<file path="config.mk">
export PLATFORM = sky130hd
export DESIGN_NAME = inst_fetch_queue
export DESIGN_NICKNAME = d
export VERILOG_FILES = /design/src/rtl/inst_fetch_queue.sv
export SDC_FILE = /design/constraint.sdc
export NUM_CORES = 1
export LEC_CHECK = 0
export CAP_MARGIN = 20
export CELL_PAD_IN_SITES_DETAIL_PLACEMENT = 1
export CELL_PAD_IN_SITES_GLOBAL_PLACEMENT = 1
export CORE_ASPECT_RATIO = 0.9
export CORE_MARGIN = 1
export CORE_UTILIZATION = 44
export CTS_BUF_LIST = sky130_fd_sc_hd__clkbuf_8
export DETAILED_ROUTE_END_ITERATION = 8
export PLACE_DENSITY = 0.77
export SYNTH_ARGS = -nofsm -noshare
export SYNTH_HDL_FRONTEND = slang
export SYNTH_SLANG_ARGS = --single-unit
</file>
<file path="constraint.sdc">
create_clock -name clk -period 2.7 [get_ports clk]
set_input_delay 0.54 -clock clk [delete_from_list [all_inputs] [get_ports clk]]
set_output_delay 0.54 -clock clk [all_outputs]
set_load 0.01 [all_outputs]
</file>
<file path="src/rtl/inst_fetch_queue.sv">
// Instruction fetch unit: single-outstanding-request fetch FSM feeding a small
// circular queue of {pc, instruction} entries, with redirect flush.
module inst_fetch_queue #(
    parameter int unsigned DEPTH    = 4,
    parameter logic [31:0] RESET_PC = 32'h0000_0000
) (
    input  logic        clk,
    input  logic        rst,
    input  logic        redirect,
    input  logic [31:0] redirect_pc,
    output logic        imem_req,
    output logic [31:0] imem_addr,
    input  logic        imem_gnt,
    input  logic        imem_rvalid,
    input  logic [31:0] imem_rdata,
    input  logic        deq_en,
    output logic        q_valid,
    output logic [31:0] q_inst,
    output logic [31:0] q_pc,
    output logic [4:0]  q_count
);

    localparam int          PTR_W   = (DEPTH > 1) ? $clog2(DEPTH) : 1;
    localparam logic [4:0]  DEPTH_C = 5'(DEPTH);
    localparam logic [31:0] NOP     = 32'h0000_0013;
    localparam logic [31:0] ALIGN   = 32'hFFFF_FFFC;

    typedef enum logic [1:0] {IDLE, WAIT, DROP} state_t;

    state_t           state, state_next;
    logic [31:0]      fetch_pc;
    logic [31:0]      pend_pc;
    logic [PTR_W-1:0] head, tail;
    logic [4:0]       count;
    logic [31:0]      inst_mem [DEPTH];
    logic [31:0]      pc_mem   [DEPTH];
    logic             grant, push, pop;

    // rst gating keeps the request low for the whole reset pulse, not just after it
    assign imem_req  = !rst && (state == IDLE) && (count < DEPTH_C) && !redirect;
    assign imem_addr = fetch_pc;
    assign grant     = imem_req && imem_gnt;
    assign push      = (state == WAIT) && imem_rvalid && !redirect;
    assign pop       = deq_en && (count != 5'd0) && !redirect;

    always_comb begin
        state_next = state;
        case (state)
            IDLE: if (grant) state_next = WAIT;
            // A response always closes the transaction; redirect only decides whether it is kept
            WAIT: begin
                if (imem_rvalid)   state_next = IDLE;
                else if (redirect) state_next = DROP;
            end
            DROP: if (imem_rvalid) state_next = IDLE;
            default: state_next = IDLE;
        endcase
    end

    always_ff @(posedge clk or posedge rst) begin
        if (rst) begin
            state    <= IDLE;
            fetch_pc <= RESET_PC & ALIGN;
            head     <= '0;
            tail     <= '0;
            count    <= 5'd0;
        end else begin
            state <= state_next;
            if (redirect) begin
                fetch_pc <= redirect_pc & ALIGN;
                head     <= '0;
                tail     <= '0;
                count    <= 5'd0;
            end else begin
                if (grant) fetch_pc <= fetch_pc + 32'd4;
                if (push)  tail     <= tail + 1'b1;
                if (pop)   head     <= head + 1'b1;
                case ({push, pop})
                    2'b10:   count <= count + 5'd1;
                    2'b01:   count <= count - 5'd1;
                    default: count <= count;
                endcase
            end
        end
    end

    // Storage and the pending-address latch carry data only, so they are left unreset
    always_ff @(posedge clk) begin
        if (grant) pend_pc <= fetch_pc;
        if (push) begin
            inst_mem[tail] <= imem_rdata;
            pc_mem[tail]   <= pend_pc;
        end
    end

    assign q_count = count;
    assign q_valid = (count != 5'd0);
    assign q_inst  = q_valid ? inst_mem[head] : NOP;
    assign q_pc    = q_valid ? pc_mem[head]   : 32'h0;

endmodule

</file>
==> summary.txt <==
Cells after Synth = 723
Layout cells sized above 1 = 32.4%
Critical path peak fanout = 7
Post-route setup TNS = -5.08 ns
Final net count = 1052
Top delay family on crit path = simple AND/OR/NAND/NOR gates
Seq cells post-synth = 319
Failing checks = setup timing
Ranking of synthesized cells by area = edfxtp_1 65%, mux4_2 11%, dfrtp_1 8.0%
Measured slew at the worst slew-check pin = 1.07 ns
Final worst-path setup slack = -0.154 ns
Die area = 0.0298 mm²
Leakage = 0.00588 µW
Via count = 7473
Crit-path cells = or4_4 -> nor2_4 -> inv_4 -> buf_12 -> buf_12 -> and2_1 -> buf_2
WS Path Type = register to output pin
Mapped Area = 0.0128 mm²
RSZ-0062 raised after global routing = yes
Critical Path Max Stage Delay = 0.56 ns
Final wirelength = 30.8 mm
DRT iter0 DRCs = 405
Number of synthesized flops with an enable pin = 278
Skew-Pair Late Insertion Delay = 0.58 ns
Worst hold path type = input pin to register
First-pass GRT wire length = 46.7 mm
Peak supply drop = 0.506 mV
Die H = 164 µm
Synth top area share = 65.1%
Worst Path Required = 2.16 ns
Input/output buffers = 166
CTS tree = yes
Final Hold Vio Count = 0
Status = finished, violations left
Cell Pwr Density = 915 mW/mm²
Post-layout minimum cycle time = 2.85 ns
Longest Clk Path Bufs = 3
Placer Congestion = 0.823
Maxcap violations = 0
Vias per cell = 5.42
Combined buffer and inverter count along the critical path = 4
Post-DP HPWL = 19.8 mm
Row count = 58
Synth cell types = 56
Worst EP arrival = 2.31 ns
DRC = 0
Initial antenna violation count = 3
Most instantiated cells after synthesis = 278 x edfxtp_1, 66 x and2_1, 62 x mux4_2
Layout Skew = 0.0217 ns
I/O pins = 173
Vias in the first global route = 8071
Ys async rst share = 12.9%
Drt first pass iters = 5
Post-route ant nets = 0
Chip width = 182 µm
Syn. warnings = 0
Design Area, Final = 0.0166 mm²
Core ar. = 0.0283 mm²
Seq/Total Area, Yosys = 73.1%
Avg Inst Size Synth = 17.7 µm²
Area after DPL = 0.0153 mm²
Tot GR Track Use = 20.7%
Clk slew on worst S/H paths = 0.06 ns
Syn-to-layout area delta = 29.6%
Max Freq = 350 MHz
Root buffer cell = clkbuf_8
Largest area contributor in the netlist = edfxtp_1
# setup viols final = 61
Fill cells = 2608
Starting density of the core = 45.3%
H-tree depth = 2
Most used flip-flop cell after synthesis = edfxtp_1
Sink Count = 319
Tcrit/Tclk final = 106%
Most used standard cell by instance count after synthesis = edfxtp_1
Cts bufs inserted = 53
CP dominant cell by count = buf_12
Final Max Slew Viols = 0
Worst setup SP type = register
Slowest cell on the critical path = or4_4
Wirelength per Cell = 22.3 µm
Relative slew slack = 28.3%
Largest net degree at the start of global routing = 42
Grt ovf = 0
CP endpoint kind = output pin
[layout make-up]
cell class	instances	area, µm²	area share [%]
clock buffers	61	840	5.05
well taps	360	450	2.71
multi-input cells	357	3350	20.1
diodes	1	2.50	0.0150
clock inverters	37	188	1.13
inverters	13	51.3	0.308
repair buffers	231	2370	14.2
flip-flops and latches	319	9380	56.4
[sequential cells by signal (all words and copies together) (netlist names)]
signal / flops
head: 2
imem_addr: 30
inst_mem: 128
pc_mem: 120
pend_pc: 30
q_count: 5
state: 2
tail: 2
[final timing paths]
kind | startpoint | to | slack (ns) | cells past startpoint
setup / recovery | q_count[4] | q_pc[6] | -0.15 | 7
max in group asynchronous | rst | head[1] | 1.78 | 3
setup reg to reg | q_count[4] | q_count[4] | 0.14 | 10
hold / removal | redirect | imem_addr[17] | 0.40 | 3
hold reg to reg | pend_pc[3] | pc_mem[0][3] | 0.49 | 0
min in group asynchronous | rst | imem_addr[16] | 0.47 | 3
[worst reg2reg max path: cells and delay by family (launching register included)]
kind,cells,cell delay [ns]
fa+ha+maj,1,0.23
simple gates,3,0.73
xor+xnor,2,0.35
flops,1,0.37
compound gates,3,0.62
buf+inv,1,0.16
[layout by cell type (no fill, tap or decap), drive strengths merged, types with 2 or more instances in the layout]
cell / synthesis / routed
nand4: 7 / 7
or3: 2 / 2
a31oi: 8 / 8
clkinv: 0 / 23
nand2: 39 / 39
nor4b: 4 / 4
xnor2: 9 / 9
o311ai: 7 / 7
mux2i: 3 / 3
or4: 5 / 5
nor2: 27 / 27
nor4: 5 / 5
mux4: 62 / 62
a21oi: 6 / 6
dfrtp: 41 / 41
conb: 1 / 4
and3: 7 / 7
nor3: 4 / 4
nand3: 22 / 22
o211ai: 7 / 7
clkinvlp: 0 / 2
nor2b: 2 / 2
a41oi: 3 / 3
a221o: 2 / 2
or2: 7 / 7
xor2: 6 / 6
clkbuf: 20 / 68
buf: 17 / 122
clkdlybuf4s50: 0 / 101
o21ai: 23 / 23
ha: 7 / 7
a32oi: 3 / 3
and2: 67 / 67
edfxtp: 278 / 278
inv: 13 / 24
[layer usage]
metal  GRT usage, %  part of all wire (%)  vias to the layer above  wire length (µm)
li1               -                     -                     3356                 -
met1           26.7                    43                     3815             13300
met2           35.3                    49                      245             15200
met3           4.57                   5.7                       53              1750
met4           6.38                   1.7                        4               533
met5              0                 0.078                        -                24
[cells by family (layout without fill, tap and decap cells)]
kind of cell / after synthesis / count (layout) / share of synthesized area [%]
adder cells (fa/ha/maj): 7 / 7 / 0.683
buffers and inverters: 50 / 342 / 1.79
AND/OR/NAND/NOR: 200 / 200 / 8.84
XOR/XNOR: 15 / 15 / 1.02
multiplexers: 65 / 65 / 11.1
other: 1 / 5 / 0.0292
flip-flops: 319 / 319 / 73.1
AO/OA/AOI/OAI: 66 / 66 / 3.45
[stage by stage]
stage	worst slack (ns)	hold WS (ns)	cells	util, %	power (µW)
5_1_grt	-0.239	0.415	1378	58.8	15900
2_1_floorplan	0.152	0.459	726	-	7950
4_1_cts	-0.298	0.367	1367	57.2	14100
3_3_place_gp	-0.0133	0.472	1263	54.1	10300
3_5_place_dp	-0.0335	0.482	1263	54.1	10500
6_report	-0.154	0.403	1379	58.8	15200
[what timing repair did]
action,4_1_cts,5_1_grt
cloned,0,3
resized for setup,230,112
setup buffers,7,8
endpoints found under the setup margin,64,63
pin swaps,1,1
hold buffers,0,0
[power breakdown]
part	internal [µW]	switching, µW	total, µW
Clock	2160	1900	4060
Sequential	5580	226	5810
Combinational	3030	2320	5360
No activity file was read; power rests on OpenSTA's default activity.
